$ cat src/rtl/sap_pkg.sv
// sap_pkg: shared definitions for the SAP-class control sequencer.
//   - CW_W: control word width.
//   - CB_*: bit positions inside the control word.
//   - OP_*: opcode values (low four bits of the opcode field).
//   - sap_microcode(): returns {end, cw} for a T-state index (0 = T1),
//     opcode and the C/Z flags.
package sap_pkg;

  localparam int CW_W = 16;

  localparam int CB_PC_INC   = 0;
  localparam int CB_PC_OUT   = 1;
  localparam int CB_MAR_LD   = 2;
  localparam int CB_RAM_OUT  = 3;
  localparam int CB_IR_LD    = 4;
  localparam int CB_IR_OUT   = 5;
  localparam int CB_A_LD     = 6;
  localparam int CB_A_OUT    = 7;
  localparam int CB_ALU_SUB  = 8;
  localparam int CB_ALU_OUT  = 9;
  localparam int CB_B_LD     = 10;
  localparam int CB_OUT_LD   = 11;
  localparam int CB_PC_LD    = 12;
  localparam int CB_FLAGS_LD = 13;
  localparam int CB_HALT     = 14;
  localparam int CB_RAM_WR   = 15;

  localparam logic [3:0] OP_LDA = 4'd0;
  localparam logic [3:0] OP_ADD = 4'd1;
  localparam logic [3:0] OP_SUB = 4'd2;
  localparam logic [3:0] OP_STA = 4'd3;
  localparam logic [3:0] OP_LDI = 4'd4;
  localparam logic [3:0] OP_JMP = 4'd5;
  localparam logic [3:0] OP_JC  = 4'd6;
  localparam logic [3:0] OP_JZ  = 4'd7;
  localparam logic [3:0] OP_OUT = 4'd14;
  localparam logic [3:0] OP_HLT = 4'd15;

  // Opcodes 8..13, and anything with a set bit above bit 3, are illegal.
  function automatic logic op_legal(input logic [3:0] op, input logic op_hi);
    return !op_hi && (op <= OP_JZ || op == OP_OUT || op == OP_HLT);
  endfunction

  // Returns {end, cw}. Fetch (T1..T3) ignores the opcode. From T4 on, any
  // state not explicitly continued by an instruction ends it, so unreachable
  // states simply emit a zero word and fall back to T1.
  function automatic logic [CW_W:0] sap_microcode(
    input int unsigned tidx,
    input logic [3:0]  op,
    input logic        op_hi,
    input logic        fc,
    input logic        fz
  );
    logic [CW_W-1:0] cw;
    logic            fin;
    cw  = '0;
    fin = 1'b0;
    case (tidx)
      0: begin
        cw[CB_PC_OUT] = 1'b1;
        cw[CB_MAR_LD] = 1'b1;
      end
      1: cw[CB_PC_INC] = 1'b1;
      2: begin
        cw[CB_RAM_OUT] = 1'b1;
        cw[CB_IR_LD]   = 1'b1;
      end
      3: begin
        fin = 1'b1;
        if (!op_hi) begin
          case (op)
            OP_LDA, OP_ADD, OP_SUB, OP_STA: begin
              cw[CB_IR_OUT] = 1'b1;
              cw[CB_MAR_LD] = 1'b1;
              fin           = 1'b0;
            end
            OP_LDI: begin
              cw[CB_IR_OUT] = 1'b1;
              cw[CB_A_LD]   = 1'b1;
            end
            OP_JMP: begin
              cw[CB_IR_OUT] = 1'b1;
              cw[CB_PC_LD]  = 1'b1;
            end
            OP_JC: begin
              cw[CB_IR_OUT] = fc;
              cw[CB_PC_LD]  = fc;
            end
            OP_JZ: begin
              cw[CB_IR_OUT] = fz;
              cw[CB_PC_LD]  = fz;
            end
            OP_OUT: begin
              cw[CB_A_OUT]  = 1'b1;
              cw[CB_OUT_LD] = 1'b1;
            end
            OP_HLT: cw[CB_HALT] = 1'b1;
            default: ;
          endcase
        end
      end
      4: begin
        fin = 1'b1;
        if (!op_hi) begin
          case (op)
            OP_LDA: begin
              cw[CB_RAM_OUT] = 1'b1;
              cw[CB_A_LD]    = 1'b1;
            end
            OP_ADD, OP_SUB: begin
              cw[CB_RAM_OUT] = 1'b1;
              cw[CB_B_LD]    = 1'b1;
              fin            = 1'b0;
            end
            OP_STA: begin
              cw[CB_A_OUT]  = 1'b1;
              cw[CB_RAM_WR] = 1'b1;
            end
            default: ;
          endcase
        end
      end
      5: begin
        fin = 1'b1;
        if (!op_hi && (op == OP_ADD || op == OP_SUB)) begin
          cw[CB_ALU_OUT]  = 1'b1;
          cw[CB_A_LD]     = 1'b1;
          cw[CB_FLAGS_LD] = 1'b1;
          cw[CB_ALU_SUB]  = (op == OP_SUB);
        end
      end
      default: fin = 1'b1;
    endcase
    return {fin, cw};
  endfunction

endpackage

$ cat src/rtl/sap_ring_counter.sv
// sap_ring_counter: one-hot T-state ring, NUM_T wide.
//   clk_i, rst_i : clock, synchronous active-high reset (to bit0 = T1)
//   en_i         : advance one position this edge
//   restart_i    : with en_i, jump back to T1 instead of advancing
//   stop_i       : clear the ring to all-zero (has priority over en_i)
//   tstate_o     : current one-hot state
module sap_ring_counter #(
  parameter int NUM_T = 6
) (
  input  logic             clk_i,
  input  logic             rst_i,
  input  logic             en_i,
  input  logic             restart_i,
  input  logic             stop_i,
  output logic [NUM_T-1:0] tstate_o
);

  localparam logic [NUM_T-1:0] T1 = {{(NUM_T-1){1'b0}}, 1'b1};

  logic [NUM_T-1:0] ring_d, ring_q;

  always_comb begin
    ring_d = ring_q;
    if (stop_i)
      ring_d = '0;
    else if (en_i) begin
      // Last position wraps regardless of restart_i.
      if (restart_i || ring_q[NUM_T-1])
        ring_d = T1;
      else
        ring_d = ring_q << 1;
    end
  end

  always_ff @(posedge clk_i) begin
    if (rst_i) ring_q <= T1;
    else       ring_q <= ring_d;
  end

  assign tstate_o = ring_q;

endmodule

$ cat src/rtl/sap_ctrl_seq.sv
// sap_ctrl_seq: SAP-class control sequencer.
//   clk_i, rst_i : clock, synchronous active-high reset
//   opcode_i     : opcode field from IR (valid from T4)
//   flag_c_i/z_i : carry / zero flags from FLAGS
//   run_i        : advance enable; low freezes state and zeroes the word
//   ctrl_word_o  : combinational control word for the datapath
//   tstate_o     : one-hot T-state (all-zero while halted)
//   halted_o     : high in HALT
//   illegal_o    : sticky illegal-opcode indicator
module sap_ctrl_seq
  import sap_pkg::*;
#(
  parameter int OPCODE_W = 4,
  parameter int NUM_T    = 6
) (
  input  logic                clk_i,
  input  logic                rst_i,
  input  logic [OPCODE_W-1:0] opcode_i,
  input  logic                flag_c_i,
  input  logic                flag_z_i,
  input  logic                run_i,
  output logic [CW_W-1:0]     ctrl_word_o,
  output logic [NUM_T-1:0]    tstate_o,
  output logic                halted_o,
  output logic                illegal_o
);

  if (NUM_T < 6)    begin : g_chk_t  $error("NUM_T must be >= 6");    end
  if (OPCODE_W < 4) begin : g_chk_op $error("OPCODE_W must be >= 4"); end

  typedef enum logic {ST_RUN, ST_HALT} state_e;

  state_e          state_d, state_q;
  logic            illegal_d, illegal_q;
  logic            op_hi;
  int unsigned     tidx;
  logic [CW_W:0]   ucode;
  logic            in_t4, adv, enter_halt;
  logic [NUM_T-1:0] tstate;

  if (OPCODE_W > 4) begin : g_op_hi
    assign op_hi = |opcode_i[OPCODE_W-1:4];
  end else begin : g_no_op_hi
    assign op_hi = 1'b0;
  end

  always_comb begin
    tidx = 0;
    for (int i = 0; i < NUM_T; i++)
      if (tstate[i]) tidx = i;
  end

  assign ucode = sap_microcode(tidx, opcode_i[3:0], op_hi, flag_c_i, flag_z_i);

  assign adv        = run_i && (state_q == ST_RUN);
  assign in_t4      = tstate[3];
  assign enter_halt = adv && in_t4 && !op_hi && opcode_i[3:0] == OP_HLT;

  always_comb begin
    state_d   = state_q;
    illegal_d = illegal_q;
    if (enter_halt)
      state_d = ST_HALT;
    if (adv && in_t4 && !op_legal(opcode_i[3:0], op_hi))
      illegal_d = 1'b1;
  end

  always_ff @(posedge clk_i) begin
    if (rst_i) begin
      state_q   <= ST_RUN;
      illegal_q <= 1'b0;
    end else begin
      state_q   <= state_d;
      illegal_q <= illegal_d;
    end
  end

  sap_ring_counter #(.NUM_T(NUM_T)) u_ring (
    .clk_i     (clk_i),
    .rst_i     (rst_i),
    .en_i      (adv),
    .restart_i (ucode[CW_W]),
    .stop_i    (enter_halt),
    .tstate_o  (tstate)
  );

  // HALT dominates; otherwise run_i gates the whole word so a frozen
  // sequencer never repeats a load or PC increment.
  always_comb begin
    ctrl_word_o = '0;
    if (state_q == ST_HALT)
      ctrl_word_o[CB_HALT] = 1'b1;
    else if (run_i)
      ctrl_word_o = ucode[CW_W-1:0];
  end

  assign tstate_o  = tstate;
  assign halted_o  = (state_q == ST_HALT);
  assign illegal_o = illegal_q;

endmodule

$ cat config.mk
export PLATFORM = sky130hd
export DESIGN_NAME = sap_ctrl_seq
export DESIGN_NICKNAME = d
export VERILOG_FILES = /design/src/rtl/sap_pkg.sv /design/src/rtl/sap_ring_counter.sv /design/src/rtl/sap_ctrl_seq.sv
export SDC_FILE = /design/constraint.sdc
export NUM_CORES = 1
export LEC_CHECK = 0
export BUFFER_PORTS_ARGS = -buffer_cell sky130_fd_sc_hd__buf_2
export CAP_MARGIN = 20
export CORE_ASPECT_RATIO = 1.2
export CORE_MARGIN = 4
export CORE_UTILIZATION = 40
export CTS_CLUSTER_SIZE = 8
export DETAILED_ROUTE_END_ITERATION = 6
export PLACE_DENSITY_LB_ADDON = 0.3
export RECOVER_POWER = 50
export SLEW_MARGIN = 20
export SYNTH_ARGS = -nofsm -noshare
export SYNTH_HDL_FRONTEND = slang
export SYNTH_SLANG_ARGS = --single-unit
$ cat constraint.sdc
create_clock -name clk_i -period 4.8 [get_ports clk_i]
set_input_delay 0.48 -clock clk_i [delete_from_list [all_inputs] [get_ports clk_i]]
set_output_delay 0.48 -clock clk_i [all_outputs]
set_load 0.01 [all_outputs]
### After elaboration in Yosys (flattened, before gate mapping)

Cells that the tools add are included.

| operators by class | value |
|---|---|
| $add $sub $neg | 0 |
| multiply operators | 0 |
| divide/modulo/power cells | 0 |
| magnitude comparators | 1 |
| equality and inequality tests | 14 |
| shifts and indexed selects | 0 |
| muxes and demuxes | 41 |
| bitwise logic cells | 1 |
| reductions and logical operators | 18 |

Operators with widths:

| cell | count |
|---|---|
| logical NOT 32 bit | 1 |
| 2-to-1 mux 1 bit | 24 |
| equality test 4 x 3 -> 1 bit, second input constant | 4 |
| 2-to-1 mux 16 bit | 1 |
| 2-to-1 mux 14 bit | 1 |
| case mux 1 bit (3 select lines) | 4 |
| 2-to-1 mux 2 bit | 5 |
| equality test 4 x 2 -> 1 bit, second input constant | 2 |
| equality test 4 bit, second input constant | 2 |
| equality test 3 x 2 -> 1 bit, second input constant | 2 |
| equality test 3 bit, second input constant | 2 |
| 2-to-1 mux 3 bit | 2 |
| 2-to-1 mux 6 bit | 1 |
| case mux 1 bit (2 select lines) | 3 |
| OR reduction 3 bit | 2 |
| OR reduction 6 bit | 1 |
| equality test 4 x 1 -> 1 bit, second input constant | 1 |
| less-or-equal comparator 4 x 3 -> 1 bit, second input constant | 1 |
| logical AND 1 bit | 4 |
| logical NOT 4 bit | 1 |
| logical OR 1 bit | 4 |
| OR reduction 2 bit | 2 |
| OR reduction 4 bit | 1 |
| equality test 3 x 1 -> 1 bit, second input constant | 1 |
| other kinds (3) | 3 |

| word-level totals | value |
|---|---|
| flip-flop bits (word level) | 8 |
| bits in latches | 0 |
| bits in writable memories | 0 |
| bits in read-only memories | 0 |
| input bits | 9 |
| output and inout bits | 24 |
| word-level logic and storage cells | 79 |
| memories kept | 0 |

### Longest topological paths before layout

Gate-level depths: netlist of run 1.

| logic depth | value |
|---|---|
| word-level depth | 12 |
| mapped depth | 4 |
| gate-level depth less buffers | 3 |

### Modules after synthesis

From an unflattened synthesis of run 1, not the netlist that was laid out.

| unflattened totals | value |
|---|---|
| cell total of the unflattened synthesis | 82 |
| area total of the unflattened synthesis | 666.9 um^2 |

Modules (own cells, without submodules):

| module | times used | cells each | area an instance (um^2) | seq. area each (um^2) |
|---|---|---|---|---|
| sap_ctrl_seq | 1 | 65 | 449.2 | 40.0 |
| sap_ring_counter | 1 | 17 | 217.7 | 120.1 |

### Least setup slack after synthesis of run 1

OpenSTA, ideal clock, no wires.

| timing | value |
|---|---|
| path kind | register -> output |
| start | register u_ring.ring_q[4] (netlist: u_ring.tstate_o[4]) |
| end | output ctrl_word_o[12] |
| arrival time | 1.716 ns |
| data required time | 4.320 ns |
| slack | 2.604 ns |
| stages on the path, launching flop included | 5 |
| buffers on the path | 1 |
| cells stage by stage | dfxtp_1 buf_6 or4b_4 or3b_4 nor4_2 |

| on the way | value |
|---|---|
| word-level cells in the longest chain between the ends | 6 |

Ends and longest elaborated chain:

| item | line | RTL |
|---|---|---|
| start: declaration | sap_ring_counter.sv:20 | `logic [NUM_T-1:0] ring_d, ring_q;` |
| start signal: assignment | sap_ring_counter.sv:37 | `else ring_q <= ring_d;` |
| 2-to-1 mux 3 bit (2 in a row) | sap_ctrl_seq.sv:50 | `if (tstate[i]) tidx = i;` |
| equality test 3 x 2 -> 1 bit | sap_pkg.sv:58 | `case (tidx)` |
| 2-to-1 mux 2 bit | sap_pkg.sv:58 |  |
| 2-to-1 mux 16 bit | sap_ctrl_seq.sv:93 | `else if (run_i)` |
| 2-to-1 mux 14 bit | sap_ctrl_seq.sv:91 | `if (state_q == ST_HALT)` |
| end: declaration | sap_ctrl_seq.sv:22 | `output logic [CW_W-1:0] ctrl_word_o,` |

No other way between the ends.

### Worst setup path in the final report of run 1

| timing | value |
|---|---|
| start | register u_ring.ring_q[5] (netlist: u_ring.tstate_o[5]) |
| end | output ctrl_word_o[12] |

| on the way | value |
|---|---|
| word-level cells in the longest chain between the ends | 5 |

Ends and longest elaborated chain:

| item | line |
|---|---|
| 2-to-1 mux 3 bit | sap_ctrl_seq.sv:50 |
| equality test 3 x 2 -> 1 bit | sap_pkg.sv:58 |
| 2-to-1 mux 2 bit | sap_pkg.sv:58 |
| 2-to-1 mux 16 bit | sap_ctrl_seq.sv:93 |
| 2-to-1 mux 14 bit | sap_ctrl_seq.sv:91 |

No other way between the ends.

==> results of run 1 <==
[synth_stat cells (all sizes together), types with 2 or more instances]
cell	count	area (µm²)
inv	2	7.51
nor3b	8	60.1
nor4b	3	26.3
clkbuf	6	22.5
a21oi	4	20.0
o21ai	2	10.0
or3b	2	20.0
buf	3	22.5
nor2b	2	12.5
nor2	7	26.3
nand2	5	18.8
nor3	4	20.0
a41o	4	40.0
dfxtp	8	160
nor4	3	25.0
a31oi	4	25.0
and2	2	12.5
[report_power, final]
group | switching, mW | leakage [nW] | internal, mW | total [mW]
clock | 0.0220 | 0.0138 | 0.0286 | 0.0506
sequential | 0.00263 | 0.0651 | 0.0685 | 0.0712
combinational | 0.0203 | 0.294 | 0.0130 | 0.0332
total | 0.0449 | 0.372 | 0.110 | 0.155
[metal layers]
metal	track usage (%)	up-vias
li1	-	376
met1	21.6	341
met2	25.0	40
met3	1.37	4
met4	8.29	0
met5	0	-
[sequential cells by signal, indices dropped and copies added (netlist names)]
signal	cells
illegal_o	1
halted_o	1
u_ring.tstate_o	6
[logic make-up after synthesis]
group | Yosys count | synth area share [%]
AOI/OAI and AO/OA | 21 | 23.2
and+or+nand+nor | 42 | 41.6
DFF | 8 | 24.3
buffers and inverters | 11 | 7.98
xor gates and xnor gates | 1 | 1.33
muxes | 1 | 1.52
[how the worst min path moves through the flow]
| stage | start | endpoint | slack, ns | depth (start not counted) |
|---|---|---|---|---|
| 2_1_floorplan | illegal_o | illegal_o | 0.50 | 2 |
| 3_3_place_gp | illegal_o | illegal_o | 0.45 | 2 |
| 3_5_place_dp | illegal_o | illegal_o | 0.47 | 2 |
| 4_1_cts | illegal_o | illegal_o | 0.48 | 2 |
| 5_1_grt | illegal_o | illegal_o | 0.52 | 2 |
| 6_report | illegal_o | illegal_o | 0.47 | 2 |
[final cells by class]
cell class / instances / area (µm²) / area share [%]
Sequential cell: 8 / 160 / 19.9
Inverter: 2 / 7.51 / 0.933
Timing Repair Buffer: 32 / 148 / 18.4
Multi-Input combinational cell: 65 / 445 / 55.4
Clock buffer: 3 / 22.5 / 2.80
Tap cell: 17 / 21.3 / 2.64
[worst max-delay path, delay by kind of cell (launching register included)]
family,cells,cell delay [ns]
simple gates,3,1.26
buf+inv,1,0.16
flops,1,0.42
[metrics by stage]
stage	setup slack [ns]	instance area [µm²]	cells	util [%]	total power [mW]
4_1_cts	2.20	817	127	54.4	0.158
6_report	2.22	805	127	53.6	0.155
2_1_floorplan	2.60	658	84	-	0.0939
5_1_grt	2.14	805	127	53.6	0.165
3_5_place_dp	2.38	795	124	52.9	0.106
3_3_place_gp	2.42	795	124	52.9	0.106
==> flow_summary.toml, run 1 <==
[final_layout]
fill_cells = 155
drive_gt1_share_pct = 27.3
layout_common_cells = "22 x buf_2, 10 x clkbuf_1, 8 x nor3b_1, 8 x dfxtp_1, 7 x nor2_1"
areaGrowthSynthToFinish_pct = 22.2
antenna_cells = 0
fin_nets = 121
final_common_cell = "buf_2"

[floorplanning]
rows = 15
io_pins = 33
die-area_um2 = 2360
start_util_pct = 43.8
fp.dieH_um = 52.4
chipWidth_um = 45.0
core_um2 = 1500

[place]
gp_congestion = 0.831
dp_hpwl_um = 1340
portBuffers = 32

[clock_network]
cts_root_buffer = "clkbuf_4"
clk_pin_slew_ns = 0.05
clk_path_buf_depth = 2
ctsResizeCount = 0
cts_buffers = 3
cts_tree = "done"
post-cts-setup-buffers = 0
cts.htree.levels = 1
clk_latency_ns = 0.25
cts_hold_buf = 0
clock-sinks = 8

[power_and_ir_drop]
ir_drop_mv = 0.137
leakagePower_nw = 0.372
power_density_nw_per_um2 = 193

[flow_run]
maxCapViolations = 0

[yosys]
async_reset_ff_share_pct = 0
syn_nets = 93
synth_edf_count = 0
ys_types = 36
ys_seq_area_share_pct = 24.3
synth_ff_type = "dfxtp_1"
ys_ff_latch = 8
avgSynthCellArea_um2 = 7.83
ys.warnings.count = 0
synthCells = 84
netlist_area_um2 = 658

[timing]
fin_crit_sh_pct = 53.7
setup_viol = 0
rsz0062_at_grt = "false"
slew_headroom_pct = 62.2
timing.fmax_mhz = 388
hold_viol = 0
finalSetupTns_ns = 0
fin_worst_skew_ns = 0.00258
worst-slew-pin-transition_ns = 0.566
finalCriticalPeriod_ns = 2.58
drv_slew = 0
whs_ns = 0.474

[critical_path]
cp-endpoint = "ctrl_word_o[12]"
required_ns = 4.32
r2r_cells = 3
crit_arrival_ns = 2.10
critPathLaunch = "u_ring.tstate_o[5]"
setup.worst_path.end_class = "output port"
worst_path_max_delay_cell = "or4b_4"
cpPeakStageDelay_ns = 0.61
cp-start-kind = "flip-flop"
crit-reg2reg-launch = "u_ring.tstate_o[3]"
criticalPathCategory = "flip-flop to output port"
r2r_slack_ns = 3.46
rr_endpoint = "u_ring.tstate_o[1]"
cp_cell_sequence = "or4b_4 > or3b_4 > nor4_2 > buf_2"
path_max_fanout = 13

[route]
antenna_left = 0
drt-pass1-iter-count = 4
wl_per_cell_um = 13.7
drc = 0
drt_iter0_markers = 20
vias = 761
highest_layer = "met4"
viasPerCell = 5.99
dr_wl_met2_um = 765
wl_met3_um = 161
wl_met1_um = 789
finalWirelength_um = 1740

[global_routing]
grt_overflow = 0
grt_pass1_wl_um = 2890
grt_util_all_layers_pct = 16.1
grt_max_degree = 15
antenna_found_initial = 0
grt_pass1_vias = 665

[min_path]
worstHoldPathType = "flip-flop to flip-flop"

[run_status]
status = "completed"
No activity file was read; power rests on OpenSTA's default activity.
==> run 2, diff against run 1 <==
--- a/config.mk
+++ b/config.mk
@@ -5,6 +5,7 @@
 export SDC_FILE = /design/constraint.sdc
 export NUM_CORES = 1
 export LEC_CHECK = 0
+export ABC_AREA = 1
 export BUFFER_PORTS_ARGS = -buffer_cell sky130_fd_sc_hd__buf_2
 export CAP_MARGIN = 20
 export CORE_ASPECT_RATIO = 1.2
==> constraint.sdc (replaced) <==
create_clock -name clk_i -period 2.45 [get_ports clk_i]
set_input_delay 0.245 -clock clk_i [delete_from_list [all_inputs] [get_ports clk_i]]
set_output_delay 0.245 -clock clk_i [all_outputs]
set_load 0.01 [all_outputs]
==> run 2 against run 1 <==
Net effect:
- final area up 8.4%
- clock skew up 0.00097 ns
- critical endpoint unchanged
- largest cell class unchanged
- sequential power up 99%
- first-iteration DRC count up 15%
- via count up 10%
- die area up 5.4%
==> flow_summary.toml, run 2 <==
[critical_path]
crit_family = "simple AND/OR/NAND/NOR gates"
criticalPathCategory = "flip-flop to output port"
worst_path_max_delay_cell = "nor2_1"
path_max_fanout = 15
crit-reg2reg-launch = "halted_o"
setup.worst_path.end_class = "output port"
crit_arrival_ns = 1.71
path_buf_inv = 3
cp-start-kind = "flip-flop"
r2r_cells = 6
rr_endpoint = "u_ring.tstate_o[1]"
cp_cell_sequence = "inv_1 > nand2_2 > nor2_1 > inv_2 > nor2_4 > nand3_1 > a31oi_1 > buf_2"
required_ns = 2.20
r2r_slack_ns = 0.98
cpPeakStageDelay_ns = 0.33

[clock_network]
post-cts-setup-buffers = 0
cts_root_buffer = "clkbuf_4"
clk_path_buf_depth = 2
clock-sinks = 8
cts_tree = "done"
clk_latency_ns = 0.26
cts_hold_buf = 0
ctsResizeCount = 0
clk_pin_slew_ns = 0.05
cts_buffers = 3
cts.htree.levels = 1

[floorplanning]
io_pins = 33
fp.dieH_um = 53.8
core_um2 = 1640
rows = 16
die-area_um2 = 2490
start_util_pct = 42.7
chipWidth_um = 46.2

[yosys]
ys.warnings.count = 0
synth_area_leaders = "dfxtp_1 23%, nand2_1 10%, nor2_4 6.4%, nor2_1 5.4%, a21oi_1 5.0%"
ys_types = 28
syn_nets = 116
synth_edf_count = 0
ys_seq_area_share_pct = 22.9
async_reset_ff_share_pct = 0
synth_top_area_share_pct = 22.9
synth_most_common_cell = "nand2_1"
netlist_area_um2 = 701
avgSynthCellArea_um2 = 6.55
yosys.area.top_type = "dfxtp_1"
ys_ff_latch = 8
synthCells = 107
synthTopCellsByCount = "19 x nand2_1, 10 x nor2_1, 9 x inv_2"
synth_ff_type = "dfxtp_1"

[timing]
worst-slew-pin-transition_ns = 0.352
drv_slew = 0
fin_crit_sh_pct = 79.8
slew_headroom_pct = 76.6
hold_viol = 0
fin_worst_skew_ns = 0.00355
setup_viol = 0
finalCriticalPeriod_ns = 1.96
timing.fmax_mhz = 511
rsz0062_at_grt = "false"
finalSetupTns_ns = 0

[min_path]
worstHoldPathType = "input port to flip-flop"
hold_path_end = "halted_o"
hold_start = "rst_i"
hold_path_depth = 2

[flow_run]
maxCapViolations = 0

[power_and_ir_drop]
ir_drop_mv = 0.256
power_density_nw_per_um2 = 385
finalPower_uw = 336
leakagePower_nw = 0.423

[route]
wl_per_cell_um = 12.2
drt_iter0_markers = 23
drc = 0
antenna_left = 0
finalWirelength_um = 1940
viasPerCell = 5.32
vias = 840
drt-pass1-iter-count = 4

[final_layout]
drive_gt1_share_pct = 38.6
antenna_cells = 0
final_common_cell = "buf_2"
largest_reg_flops = 6
layout_common_cells = "24 x buf_2, 19 x nand2_1, 11 x nor2_1"
fin_nets = 151
fill_cells = 179
areaGrowthSynthToFinish_pct = 24.5

[global_routing]
antenna_found_initial = 0
grt_pass1_vias = 764
grt_util_all_layers_pct = 16.9
grt_overflow = 0
grt_pass1_wl_um = 3090
grt_max_degree = 16

[place]
portBuffers = 32
dp_hpwl_um = 1580
gp_congestion = 0.902

[run_status]
status = "completed"
==> run 2: stage by stage <==
step,hold WS (ns),util [%],cell area (µm²),std cells,setup WS (ns)
after floorplan,0.314,-,701,107,0.974
after global placement,0.455,53.0,871,155,0.970
after detailed placement,0.470,53.0,871,155,0.928
after CTS,0.197,54.4,893,158,0.642
after global routing,0.202,53.1,872,158,0.264
final,0.196,53.1,872,158,0.494
==> run 2: worst max path at each step <==
| stage | to | from | depth (start not counted) |
|---|---|---|---|
| final | ctrl_word_o[12] | halted_o | 8 |
| after global routing | ctrl_word_o[5] | halted_o | 8 |
| after CTS | ctrl_word_o[5] | halted_o | 8 |
| after detailed placement | ctrl_word_o[5] | halted_o | 8 |
| after global placement | ctrl_word_o[11] | halted_o | 8 |
| after floorplan | ctrl_word_o[13] | halted_o | 5 |
==> run 2: final cells by class <==
| type | instances | area [µm²] | share of cell area [%] |
|---|---|---|---|
| tap | 18 | 22.5 | 2.58 |
| inverter | 18 | 70.1 | 8.03 |
| sequential | 8 | 160 | 18.4 |
| clock buffer | 3 | 22.5 | 2.58 |
| multi-input combinational | 79 | 447 | 51.2 |
| timing repair buffer | 32 | 150 | 17.2 |
==> run 2: cells by family after synthesis <==
kind of cell	Yosys count	synth area share, %
buffers and inverters	20	11.8
AOI/OAI and AO/OA	16	13.7
and+or+nand+nor	63	51.6
DFF	8	22.9
==> run 2: metal layers <==
metal | GRT usage, % | wire length, µm
met1 | 20.6 | 752
met2 | 28.2 | 959
met3 | 2.01 | 189
met4 | 9.00 | 32
met5 | 0 | 0
==> run 2: power by group <==
part | total [mW] | switching (mW) | internal [mW] | leakage [nW]
combinational | 0.0934 | 0.0607 | 0.0327 | 0.344
clock | 0.101 | 0.0445 | 0.0560 | 0.0138
sequential | 0.142 | 0.00589 | 0.136 | 0.0654
total | 0.336 | 0.111 | 0.225 | 0.423
==> run 3, diff against run 2 <==
==> constraint.sdc (replaced) <==
create_clock -name clk_i -period 1.6 [get_ports clk_i]
set_input_delay 0.16 -clock clk_i [delete_from_list [all_inputs] [get_ports clk_i]]
set_output_delay 0.16 -clock clk_i [all_outputs]
set_load 0.01 [all_outputs]
==> run 3 against run 2 <==
Net effect:
- utilization is 7.6 points higher
- routed wire length grew 11%
- non-clock buffer count increased by 9
- worst setup slack got worse by 0.48 ns
- largest cell class unchanged
==> flow_summary.toml, run 3 (same netlist as run 2, synthesis figures left out) <==
[timing]
drv_slew = 0
slew_headroom_pct = 82.0
finalCriticalPeriod_ns = 1.58
fin_crit_sh_pct = 98.9
hold_viol = 0
fin_ws_ns = 0.0180
timing.fmax_mhz = 632
fin_worst_skew_ns = 0.00313
rsz0062_at_grt = "true"
setup_viol = 0
worst-slew-pin-transition_ns = 0.267

[critical_path]
criticalPathCategory = "flip-flop to output port"
setup.worst_path.end_class = "output port"
cp-start-kind = "flip-flop"
path_max_fanout = 4
worst_path_max_delay_cell = "dfxtp_4"
cp_cell_sequence = "inv_4 > nand2_4 > nor2_4 > and2_4 > nand4_1 > a21oi_1 > buf_2"
crit_arrival_ns = 1.42
required_ns = 1.44
path_buf_inv = 2
cpPeakStageDelay_ns = 0.36
crit_family = "simple AND/OR/NAND/NOR gates"

[clock_network]
clk_path_buf_depth = 2
clock-sinks = 8
cts.htree.levels = 1
cts_buffers = 3
cts_tree = "done"
clk_latency_ns = 0.26
cts_hold_buf = 0
clk_pin_slew_ns = 0.05
cts_root_buffer = "clkbuf_4"

[global_routing]
grt_max_degree = 10
grt_overflow = 0
grt_util_all_layers_pct = 17.3
antenna_found_initial = 0
grt_pass1_vias = 812
grt_pass1_wl_um = 3170

[power_and_ir_drop]
ir_drop_mv = 0.341
combPwrFrac_pct = 30.9
p_int_uw = 358
power_density_nw_per_um2 = 540
leakagePower_nw = 0.495
swShare_pct = 33.5
finalPower_uw = 539
switchingPower_uw = 181
p_clk_share_pct = 28.7
pwr-share-seq_pct = 40.5

[run_status]
status = "completed"

[final_layout]
final_cells = 167
areaGrowthSynthToFinish_pct = 42.3
largest_reg_flops = 6
final_common_cell = "buf_2"
antenna_cells = 0
drive_gt1_share_pct = 56.4
fin_area_um2 = 997
fin_util_pct = 60.7
layout_common_cells = "29 x buf_2, 18 x nand2_1, 9 x inv_2, 9 x buf_4, 8 x nor2_1"
fin_nets = 160

[place]
placed_cell_area_um2 = 878
portBuffers = 32
dp_hpwl_um = 1600
dp.cells = 156
post-place-ws_ns = 0.233
gp_congestion = 0.885

[floorplanning]
chipWidth_um = 46.2
die-area_um2 = 2490
fp.dieH_um = 53.8
rows = 16
io_pins = 33
start_util_pct = 42.7
core_um2 = 1640

[min_path]
worstHoldPathType = "input port to flip-flop"

[route]
wl_per_cell_um = 12.8
drt_iter0_markers = 10
viasPerCell = 5.28
finalWirelength_um = 2140
antenna_left = 0
vias = 881
drt-pass1-iter-count = 4
drc = 0

[flow_run]
maxCapViolations = 0
run 3: layout make-up:
type	instances	area, µm²
inverter	18	75.1
tap	18	22.5
fill	168	644
timing repair buffer	41	224
clock buffer	3	22.5
sequential	8	169
multi-input combinational	79	484
run 3: metrics by stage:
step	hold WS (ns)	setup TNS (ns)
3_5_place_dp	0.385	0
5_1_grt	0.136	-0.112
4_1_cts	0.119	0
2_1_floorplan	0.229	0
6_report	0.120	0
3_3_place_gp	0.390	0
run 3: power groups by stage:
| stage | registers [mW] | logic [mW] | clock network [mW] |
|---|---|---|---|
| after floorplan | 0.223 | 0.0925 | 0 |
| after global placement | 0.220 | 0.147 | 0 |
| after detailed placement | 0.221 | 0.149 | 0 |
| after CTS | 0.217 | 0.151 | 0.160 |
| after global routing | 0.219 | 0.184 | 0.168 |
| final | 0.218 | 0.166 | 0.154 |
run 3: worst paths after layout:
check	from	to	slack, ns	depth (start not counted)
max	u_ring.tstate_o[4]	ctrl_word_o[7]	0.02	7
min	rst_i	halted_o	0.12	2
max reg2reg	halted_o	u_ring.tstate_o[1]	0.38	7
min reg2reg	illegal_o	illegal_o	0.47	2
run 3: repair_timing:
item | CTS | global route
setup buffers | 3 | 5
gates resized for setup | 1 | 16
endpoints found under the setup margin | 3 | 14
hold endpoints to repair | 0 | 0
pin swaps | 1 | 7
run 3: per-layer routing:
metal / GRT usage [%] / part of all wire [%] / vias to the layer above
met3: 1.00 / 6.9 / 7
met5: 0 / 0 / -
met4: 9.95 / 2.9 / 0
li1: - / - / 439
met2: 31.0 / 52 / 33
met1: 19.6 / 38 / 402
